## src/rtl/ddr5_rcd_ca_pkg.sv

```systemverilog
// Shared DDR5 RCD CA word definitions: field layout, word type, nibble-parity ECC.
// Used by the word assembler and by the subchannel controller's ECC check.
package ddr5_rcd_ca_pkg;

  localparam int CA_W   = 14;
  localparam int WORD_W = 40;

  localparam int UI0_LSB  = 0;
  localparam int UI1_LSB  = 14;
  localparam int TWO_UI_B = 28;
  localparam int CS_LSB   = 29;
  localparam int PERR_B   = 31;
  localparam int ECC_LSB  = 32;

  typedef logic [WORD_W-1:0] ca_word_t;

  typedef enum logic {ST_IDLE, ST_UI1} ca_state_t;

  function automatic logic [7:0] ca_ecc_gen(input logic [31:0] payload);
    logic [7:0] ecc;
    for (int k = 0; k < 8; k++) ecc[k] = ^payload[4*k +: 4];
    return ecc;
  endfunction

  function automatic ca_word_t ca_pack(input logic [CA_W-1:0] ui0,
                                       input logic [CA_W-1:0] ui1,
                                       input logic            two_ui,
                                       input logic [1:0]      cs,
                                       input logic            perr);
    ca_word_t w;
    w = '0;
    w[UI0_LSB +: CA_W] = ui0;
    w[UI1_LSB +: CA_W] = ui1;
    w[TWO_UI_B]        = two_ui;
    w[CS_LSB +: 2]     = cs;
    w[PERR_B]          = perr;
    w[ECC_LSB +: 8]    = ca_ecc_gen(w[31:0]);
    return w;
  endfunction

endpackage

```

## src/rtl/ca_word_fifo.sv

```systemverilog
// Synchronous word FIFO; pointers carry one extra MSB to tell full from empty.
module ca_word_fifo #(
  parameter  int W     = 40,
  parameter  int DEPTH = 4,
  localparam int AW    = $clog2(DEPTH)
) (
  input  logic          clk,
  input  logic          rst,
  input  logic          push_i,
  input  logic [W-1:0]  data_i,
  input  logic          pop_i,
  output logic [W-1:0]  data_o,
  output logic          empty_o,
  output logic          full_o,
  output logic [AW:0]   level_o
);

  logic [W-1:0] mem [DEPTH];
  logic [AW:0]  wr_ptr, rd_ptr;
  logic         do_push, do_pop;

  assign empty_o = (wr_ptr == rd_ptr);
  assign full_o  = (wr_ptr[AW] != rd_ptr[AW]) && (wr_ptr[AW-1:0] == rd_ptr[AW-1:0]);
  assign level_o = wr_ptr - rd_ptr;
  assign do_pop  = pop_i && !empty_o;
  // A pop in the same cycle frees the slot, so a push into a full FIFO still lands.
  assign do_push = push_i && (!full_o || do_pop);
  assign data_o  = empty_o ? '0 : mem[rd_ptr[AW-1:0]];

  always_ff @(posedge clk or posedge rst) begin
    if (rst) begin
      wr_ptr <= '0;
      rd_ptr <= '0;
      for (int i = 0; i < DEPTH; i++) mem[i] <= '0;
    end else begin
      if (do_push) begin
        mem[wr_ptr[AW-1:0]] <= data_i;
        wr_ptr              <= wr_ptr + 1'b1;
      end
      if (do_pop) rd_ptr <= rd_ptr + 1'b1;
    end
  end

endmodule

```

## src/rtl/ca_word_assembler.sv

```systemverilog
// DDR5 CA ingress: assembles 1-/2-UI commands into ECC-protected words and buffers them.
// Define CA_PAR_CHK_EN to enable DPAR checking; otherwise word[31] and par_err_o stay 0.
//
// state   | meaning
// ST_IDLE | waiting for a chip-selected UI0
// ST_UI1  | UI0 held, next cycle is UI1 of a 2-UI command
module ca_word_assembler
  import ddr5_rcd_ca_pkg::*;
#(
  parameter  int FIFO_DEPTH = 4,
  parameter  int CNT_W      = 8,
  localparam int LVL_W      = $clog2(FIFO_DEPTH) + 1
) (
  input  logic              clk_sc,
  input  logic              rst_sc,
  input  logic              en_i,
  input  logic [CA_W-1:0]   ca_i,
  input  logic [1:0]        cs_n_i,
  input  logic              par_i,
  output logic [WORD_W-1:0] data_o,
  output logic              valid_o,
  input  logic              ready_i,
  output logic              par_err_o,
  output logic              ovf_o,
  input  logic              ovf_clr_i,
  output logic [CNT_W-1:0]  drop_cnt_o,
  output logic [LVL_W-1:0]  fifo_level_o
);

  ca_state_t       state_q;
  logic [CA_W-1:0] ui0_q;
  logic [1:0]      cs_q;
  logic            perr0_q;

  logic     perr_now, start, checked_ui, push, fifo_empty, fifo_full, drop;
  ca_word_t word;

`ifdef CA_PAR_CHK_EN
  assign perr_now = ^{ca_i, par_i};
`else
  logic unused_par;
  assign unused_par = par_i;
  assign perr_now   = 1'b0;
`endif

  assign start      = (state_q == ST_IDLE) && en_i && (cs_n_i != 2'b11);
  assign checked_ui = start || ((state_q == ST_UI1) && en_i);

  always_comb begin
    push = 1'b0;
    word = '0;
    if (start && ca_i[1]) begin
      push = 1'b1;
      word = ca_pack(ca_i, '0, 1'b0, ~cs_n_i, perr_now);
    end else if (state_q == ST_UI1 && en_i) begin
      push = 1'b1;
      word = ca_pack(ui0_q, ca_i, 1'b1, cs_q, perr0_q | perr_now);
    end
  end

  // Pin side cannot stall: a push into a full FIFO with no pop is lost.
  assign drop = push && fifo_full && !(valid_o && ready_i);

  always_ff @(posedge clk_sc or posedge rst_sc) begin
    if (rst_sc) begin
      state_q    <= ST_IDLE;
      ui0_q      <= '0;
      cs_q       <= '0;
      perr0_q    <= 1'b0;
      par_err_o  <= 1'b0;
      ovf_o      <= 1'b0;
      drop_cnt_o <= '0;
    end else begin
      par_err_o <= checked_ui && perr_now;
      case (state_q)
        ST_IDLE: if (start) begin
          ui0_q   <= ca_i;
          cs_q    <= ~cs_n_i;
          perr0_q <= perr_now;
          if (!ca_i[1]) state_q <= ST_UI1;
        end
        ST_UI1: state_q <= ST_IDLE;
        default: state_q <= ST_IDLE;
      endcase
      if (drop) ovf_o <= 1'b1;
      else if (ovf_clr_i) ovf_o <= 1'b0;
      if (drop && drop_cnt_o != '1) drop_cnt_o <= drop_cnt_o + 1'b1;
    end
  end

  assign valid_o = !fifo_empty;

  ca_word_fifo #(.W(WORD_W), .DEPTH(FIFO_DEPTH)) u_fifo (
    .clk     (clk_sc),
    .rst     (rst_sc),
    .push_i  (push),
    .data_i  (word),
    .pop_i   (ready_i),
    .data_o  (data_o),
    .empty_o (fifo_empty),
    .full_o  (fifo_full),
    .level_o (fifo_level_o)
  );

endmodule
```

## config.mk

```make
export PLATFORM = sky130hd
export DESIGN_NAME = ca_word_assembler
export DESIGN_NICKNAME = d
export VERILOG_FILES = /design/src/rtl/ddr5_rcd_ca_pkg.sv /design/src/rtl/ca_word_fifo.sv /design/src/rtl/ca_word_assembler.sv
export SDC_FILE = /design/constraint.sdc
export NUM_CORES = 1
export LEC_CHECK = 0
export ABC_AREA = 0
export BUFFER_PORTS_ARGS = -buffer_cell sky130_fd_sc_hd__buf_4
export CAP_MARGIN = 40
export CELL_PAD_IN_SITES_DETAIL_PLACEMENT = 1
export CELL_PAD_IN_SITES_GLOBAL_PLACEMENT = 1
export CORE_UTILIZATION = 45
export CTS_CLUSTER_DIAMETER = 50
export DETAILED_ROUTE_END_ITERATION = 7
export GPL_ROUTABILITY_DRIVEN = 0
export HOLD_SLACK_MARGIN = 0.1
export PLACE_DENSITY = 0.77
export REMOVE_ABC_BUFFERS = 1
export SYNTH_ARGS = -nofsm -noshare
export SYNTH_HDL_FRONTEND = slang
export SYNTH_HIERARCHICAL = 1
export SYNTH_SLANG_ARGS = --single-unit
```

## constraint.sdc

```tcl
create_clock -name clk_sc -period 10.5 [get_ports clk_sc]
set_input_delay 2.625 -clock clk_sc [delete_from_list [all_inputs] [get_ports clk_sc]]
set_output_delay 2.625 -clock clk_sc [all_outputs]
set_load 0.005 [all_outputs]
```

# Yosys cells after proc, flatten, opt, wreduce, memory -nomap -nowiden
# Cells that the tools add are included.
[totals]
output_inout_bits = 54
word_cells = 73
in_bits = 22
reg_bits = 192
[op_classes]
n_reduce_logical = 30
bitwise = 4
n_mux = 16
add_sub_neg = 4
eq_ne = 5
order_cmp = 3
[op_table]
columns = ["op", "n"]
rows = [
  ["$mux W40", 6],
  ["$bwmux W160", 1],
  ["$bmux W40 S2", 1],
  ["$demux W40 S2", 1],
  ["$reduce_xor A4 Y1", 13],
  ["$logic_and A1 B1 Y1", 11],
  ["$add A8 B1 Y8 const B", 1],
  ["$ne A8 B8 Y1 const B", 1],
  ["$add A3 B1 Y3 const B", 2],
  ["$ge A3 B3 Y1 const B", 2],
  ["$mux W1", 6],
  ["$not A2 Y3", 2],
  ["$eq A3 B3 Y1", 1],
  ["$logic_not A1 Y1", 3],
  ["$lt A3 B1 Y1 const B", 1],
  ["$sub A3 B3 Y3", 1],
  ["$eq A2 B2 Y1", 1],
  ["$ne A2 B2 Y1 const B", 1],
  ["$not A2 Y2", 1],
  ["$pmux W1 S2", 1],
  ["$reduce_and A2 Y1", 1],
  ["$reduce_bool A2 Y1", 1],
  ["$logic_or A1 B1 Y1", 1],
  ["$ne A1 B1 Y1", 1],
  ["$not A1 Y1", 1],
]

# Longest topological paths before layout
# Gate-level depths: netlist (run 1).
[logic_depth]
ltp_word = 8
depth_mapped = 11
depth_no_buf = 8

# Hierarchy
# Netlist (run 1), hierarchy kept.
[modules_own_cells]
columns = ["module", "cells_per_inst", "seq_area_each_um2", "n_inst", "area_each_um2"]
rows = [
  ["ca_word_fifo", 475, 4154.0, 1, 7699.9],
  ["ca_word_assembler", 161, 650.6, 1, 1676.6],
]

# Least setup slack after synthesis (run 1)
# No wires, ideal clock.
[synth_timing]
kind = "register to output"
start = "register u_fifo.rd_ptr[1]"
end = "output data_o[0]"
t_required_ps = 7875
slack_ps = 5953
n_path_buf = 3
arrival_ps = 1922
path_stages_with_launch = 9
path_cell_list = "dfrtp_1 -> clkbuf_1 -> clkbuf_1 -> inv_1 -> ha_1 -> nand2_1 -> nor2_1 -> clkbuf_1 -> nor2b_1"
[synth_between]
elab_cells_between_ends = 6
cone_classes = "1 x eq/ne; 4 x mux; 1 x bitwise"
[synth_lines]
columns = ["item", "line_no", "rtl"]
rows = [
  ["start, declared", "ca_word_fifo.sv:19", "logic [AW:0] wr_ptr, rd_ptr;"],
  ["start signal, assigned", "ca_word_fifo.sv:40", "if (do_pop) rd_ptr <= rd_ptr + 1'b1;"],
  ["$eq A3 B3 Y1", "ca_word_fifo.sv:22", "assign empty_o = (wr_ptr == rd_ptr);"],
  ["named net fifo_empty", "ca_word_assembler.sv:35", "logic perr_now, start, checked_ui, push, fifo_empty, fifo_full, drop;"],
  ["$mux W40", "ca_word_fifo.sv:28", "assign data_o = empty_o ? '0 : mem[rd_ptr[AW-1:0]];"],
  ["end, declared", "ca_word_assembler.sv:20", "output logic [WORD_W-1:0] data_o,"],
]
# The timed path passes the listed nets, and every way through them passes these cells. The select of a mux whose other input is x is not followed.

# Final worst setup path (run 1)
[layout_timing]
start = "register u_fifo.wr_ptr[0]"
end = "output data_o[7]"
[layout_between]
elab_chain_cells = 2
[layout_lines]
columns = ["item", "line_no", "rtl"]
rows = [
  ["start, declared", "ca_word_fifo.sv:19", ""],
  ["start signal, assigned", "ca_word_fifo.sv:38", "wr_ptr <= wr_ptr + 1'b1;"],
  ["$eq A3 B3 Y1", "ca_word_fifo.sv:22", ""],
  ["named net fifo_empty", "ca_word_assembler.sv:35", ""],
  ["$mux W40", "ca_word_fifo.sv:28", ""],
]
# The timed path passes the listed nets, and every way through them passes these cells.

==> results.ini, run 1 <==
[sta]
finalCritPeriodShare_pct=48.2
finalHoldWorstSlack_ps=501
final.min_clock_period_ps=5060
skew_ps=8.97
fin_setup_tns_ps=0
drv_slew=0
slew_headroom_pct=48.3
fmax_mhz=197
setup_viol=0
hold_viol_final=0
tightest_slew_ps=776
grt_setup_unrepaired=false

[yosys]
muxShareOfSynthArea_pct=31.2
yosys.area_share.simple_pct=6.08
synth-seq-cells=192
synth_top_family_by_area=multiplexers
synth_seq_area_share_pct=51.2
synth_cell_type_count=46
synth_xor_area_share_pct=3.44
synth_top_area_share_pct=51.2
ys_warn_count=6
synth_flop_cell=dfrtp_1
synth_edf_count=0
netlist_instances=636
yosys.area_share.adder_pct=1.41
yosys.area.top_type=dfrtp_1
synth_area_leaders=dfrtp_1, mux2_2, mux4_2
async_reset_ff_share_pct=100
synth_compound_area_share_pct=3.28
syn_area_um2=9380
avgSynthCellArea_um2=14.7

[clocking]
cts.sinks=192
clk_latency_ps=430
numCtsBuffers=17
cts_resized=0
clock_path_buffers=2
htree_num_levels=4
ctsHoldBuffers=0
cts_tree=built
cts_setup_buffers=0
clock-root-buffer=clkbuf_16
path_clk_slew_ps=70

[cells_and_area]
antenna_cells=0
utilization_pct=53.3
instances_no_fill=985
final_layout_size_suffix_gt1_share_pct=48.1
syn_to_final_growth_pct=15.3
nets=734

[global_routing]
grt_max_degree=103
grt_overflow=0
grt_pass1_vias=6471
grt_antenna_before_repair=0
grt_pass1_wl_um=36700
grt_usage_pct=22.4

[route]
dr.pass1.iters=4
drtIter0Drc=261
routedWlPerCell_um=22.9
post-route-drc-count=0
via_per_inst=5.63
vias=5546
routed_wl_um=22600
antenna_left=0

[die]
die_y_um=146
dieArea_um2=21400
io_pins=76
die_width_um=146
design.core.area_um2=20300
num_rows=52
initial_core_util_pct=46.2

[worst_setup_path]
critPathKind=reg -> out
cp_max_fo=42
cp-start-kind=register
max_stage_delay_ps=490
crit_required_ps=7880
arrival_ps=2440
crit_path_end_kind=output port
cp_slowest_cell=buf_4
crit_path_frequent_cell=buf_4
crit_chain=inv_1 > ha_1 > nand2_1 > nor2_4 > buf_4 > nor2b_1 > buf_4

[placement]
portBuffers=73
place_inst=953
hpwl_um=13600

[flow_run]
maxCapViolCount=0

[power_and_ir_drop]
p_leak_uw=0.00516
ir_worst_vdd_v=0.000139
power_density_nw_per_um2=266

[worst_hold_path]
hp-class=reg -> reg

[run_status]
status=finished clean

==> flip-flops by register name (all words and copies together), names as in the netlist <==
signal	cells
drop_cnt_o	8
ui0_q	14
u_fifo/wr_ptr	3
u_fifo/mem	160
state_q	1
ovf_o	1
u_fifo/rd_ptr	3
cs_q	2
==> placed cells by master (no fill, tap or decap), types with 3 or more instances in the layout <==
master     Yosys  final
dfrtp_1      192    190
mux2_2       164    164
buf_4          2     79
mux4_2        40     40
nor2b_1       40     40
xnor2_1       27     27
clkbuf_16      0     17
and3_1        13     13
a22o_1        13     13
nand2_1       12     12
inv_1         11     10
ha_1           9      9
mux2_4         9      9
nor2_1         9      8
xor2_1         8      8
o21ai_0        7      7
conb_1         1      5
o22ai_1        4      4
bufinv_16      0      4
clkbuf_8       0      4
mux2_1         4      4
clkinv_2       0      3
o211a_4        3      3
==> area by class of cell <==
type / count / area (µm²)
clock buffers: 23 / 488
clock inverters: 9 / 153
fillers: 1970 / 9490
multi-input cells: 397 / 4300
repair buffers: 83 / 683
flip-flops and latches: 192 / 4810
well taps: 270 / 338
inverters: 11 / 46.3
==> stage by stage <==
step	worst slack, ps	total power [µW]	cell area [µm²]
2_1_floorplan	3380	1780	9130
3_5_place_dp	5630	2200	10200
4_1_cts	5390	2920	10800
3_3_place_gp	5690	2110	10100
6_report	5440	2880	10800
5_1_grt	5270	3040	10800
==> worst paths after layout <==
path / start / end / slack (ps) / cells after the start
setup reg to reg: u_fifo/wr_ptr[0] / drop_cnt_o[6] / 7650 / 9
setup / recovery: u_fifo/wr_ptr[0] / data_o[7] / 5440 / 7
min in group asynchronous: rst_sc / u_fifo/mem[127] / 2080 / 2
hold reg to reg: u_fifo/mem[25] / u_fifo/mem[25] / 500 / 1
max in group asynchronous: rst_sc / u_fifo/mem[144] / 7470 / 3
hold / removal: u_fifo/mem[25] / u_fifo/mem[25] / 500 / 1
==> cell usage after synthesis, drive strengths merged, types with 3 or more instances <==
cell type	number
nand2	12
nor3b	3
dfrtp	192
nor2b	40
o211a	3
nor3	3
o22ai	4
xor2	8
a22o	13
xnor2	28
mux4	40
o21ai	7
inv	11
clkbuf	12
ha	9
nor2	9
mux2	177
buf	28
and3	14
==> power by group <==
part | total [µW] | switching [µW] | internal [µW] | leakage (µW)
registers | 1120 | 144 | 976 | 0.00257
logic | 1060 | 477 | 583 | 0.00227
clock network | 700 | 275 | 425 | 0.000318
==> routing by layer <==
layer	vias to the layer above	GRT usage, %	wire length [µm]
li1	2420	-	-
met1	3025	28.5	9480
met2	87	39.9	12100
met3	14	4.16	717
met4	0	5.00	215
met5	-	0	0
==> worst max-delay path: cells and delay by family (launching register included) <==
kind | cells | cell delay (ps)
buffers and inverters | 3 | 780
AND/OR/NAND/NOR | 3 | 450
flip-flops | 1 | 430
adder cells (fa/ha/maj) | 1 | 330
==> logic make-up after synthesis <==
family,Yosys count
AO/OA/AOI/OAI,35
other,1
adder cells (fa/ha/maj),10
multiplexers,217
XOR/XNOR,36
flip-flops,192
buffers and inverters,51
AND/OR/NAND/NOR,94
No activity file was read; power rests on OpenSTA's default activity.
==> inputs of run 2 (changes only) <==
clock period = 5.1 ns   (was 10.5 ns; I/O delays follow)
==> results.ini, run 2 (synthesis gave the netlist of run 1 again) <==
[route]
dr.pass1.iters=5
routedWlPerCell_um=22.7
antenna_left=0
drtIter0Drc=227
vias=5535
post-route-drc-count=0
via_per_inst=5.61
routed_wl_um=22400

[sta]
final.min_clock_period_ps=3660
finalWorstSetupSlack_ps=1440
drv_slew=0
slew_headroom_pct=47.0
hold_viol_final=0
fmax_mhz=274
tightest_slew_ps=792
finalCritPeriodShare_pct=71.7
setup_viol=0
finalHoldWorstSlack_ps=493
grt_setup_unrepaired=false
fin_setup_tns_ps=0
skew_ps=7.07

[worst_setup_path]
cp_num_buf_inv=3
crit_path_end_kind=output port
worstRegToRegCells=5
arrival_ps=2380
max_stage_delay_ps=540
worstReg2RegStart=state_q
crit_path_frequent_cell=buf_4
crit_chain=buf_4 > buf_12 > mux4_2 > nor2b_1 > buf_4
cp_top_family=buffers and inverters
rr_endpoint=u_fifo/mem[69]
cp-start-kind=register
critPathKind=reg -> out
reg2reg_setup_slack_ps=2360
cp_max_fo=23
cp_slowest_cell=mux4_2
crit_required_ps=3830

[global_routing]
grt_overflow=0
grt_pass1_vias=6485
grt_antenna_before_repair=0
grt_usage_pct=22.5
grt_max_degree=98
grt_pass1_wl_um=36700

[flow_run]
maxCapViolCount=0

[power_and_ir_drop]
p_leak_uw=0.00512
ir_worst_vdd_v=0.000265
power_density_nw_per_um2=534

[cells_and_area]
final_layout_size_suffix_gt1_share_pct=48.3
layout_commonest_cell=dfrtp_1
antenna_cells=0
syn_to_final_growth_pct=14.7
nets=736
final_cell_mix=dfrtp_1, mux2_2, buf_4
largest_register_ffs=160
reg_top3=u_fifo/mem x160, ui0_q x14, drop_cnt_o x8
postLayoutCellArea_um2=10800
instances_no_fill=986
largest-register=u_fifo/mem

[die]
die_y_um=146
num_rows=52
dieArea_um2=21400
design.core.area_um2=20300
io_pins=76
die_width_um=146
initial_core_util_pct=46.2

[placement]
portBuffers=73
dpl-instance-area_um2=10200
hpwl_um=14200
place_inst=954
dp_slack_ps=1460

[clocking]
cts_tree=built
clock-root-buffer=clkbuf_16
clock_path_buffers=2
clk_latency_ps=430
path_clk_slew_ps=60
htree_num_levels=4
cts_setup_buffers=0
cts.sinks=192
numCtsBuffers=17
cts_resized=0
ctsHoldBuffers=0

[worst_hold_path]
holdPathEnd=u_fifo/mem[27]
hp-start=u_fifo/mem[27]
whs_path_depth=1
hp-class=reg -> reg

[run_status]
status=finished clean

[run 2: cell count changes in the layout (fill, tap and decap cells not counted), sizes merged]
cell	delta
clkbuf	-2
clkinvlp	+4
clkinv	+2
buf	+2
inv	-1
bufinv	-4
[run 2: layer usage]
metal	share of wire, %	vias up	global-route usage [%]
li1	-	2418	-
met5	0	-	0
met3	3.3	17	4.31
met2	53	100	40.2
met4	0.90	0	5.73
met1	43	3000	27.9
[run 2: stage by stage]
step,utilization [%],power [µW]
after floorplan,-,3660
after global placement,49.7,4350
after detailed placement,50.2,4570
after CTS,52.8,5810
after global routing,53.0,6070
final,53.0,5740
[run 2: worst reg2reg max path: stages (launching register included)]
cell	delay, ps
dfrtp_1	490
buf_16	210
nor3b_2	680
nand2_1	440
o21ai_0	590
mux2_2	270
[run 2: worst max path at each step]
stage          cells past startpoint        startpoint  slack [ps]        endpoint
6_report                           5  u_fifo/rd_ptr[0]        1440      data_o[21]
5_1_grt                            5  u_fifo/rd_ptr[0]        1310      data_o[21]
4_1_cts                            5  u_fifo/rd_ptr[0]        1390      data_o[21]
3_5_place_dp                       6         cs_n_i[0]        1460  u_fifo/mem[30]
3_3_place_gp                       7  u_fifo/wr_ptr[0]        1530      data_o[11]
2_1_floorplan                      1            rst_sc        -670   u_fifo/mem[0]
[run 2: report_power, final]
part           switching, µW  internal, µW
registers                295          2010
clock network            561           656
logic                    985          1240
total                   1840          3900
[run 2: final cells by class]
type,instances,area [µm²]
Sequential cell,192,4810
Clock buffer,21,470
Clock inverter,10,63.8
Tap cell,270,338
Multi-Input combinational cell,397,4300
Timing Repair Buffer,85,731
Inverter,11,46.3
Fill cell,1984,9550
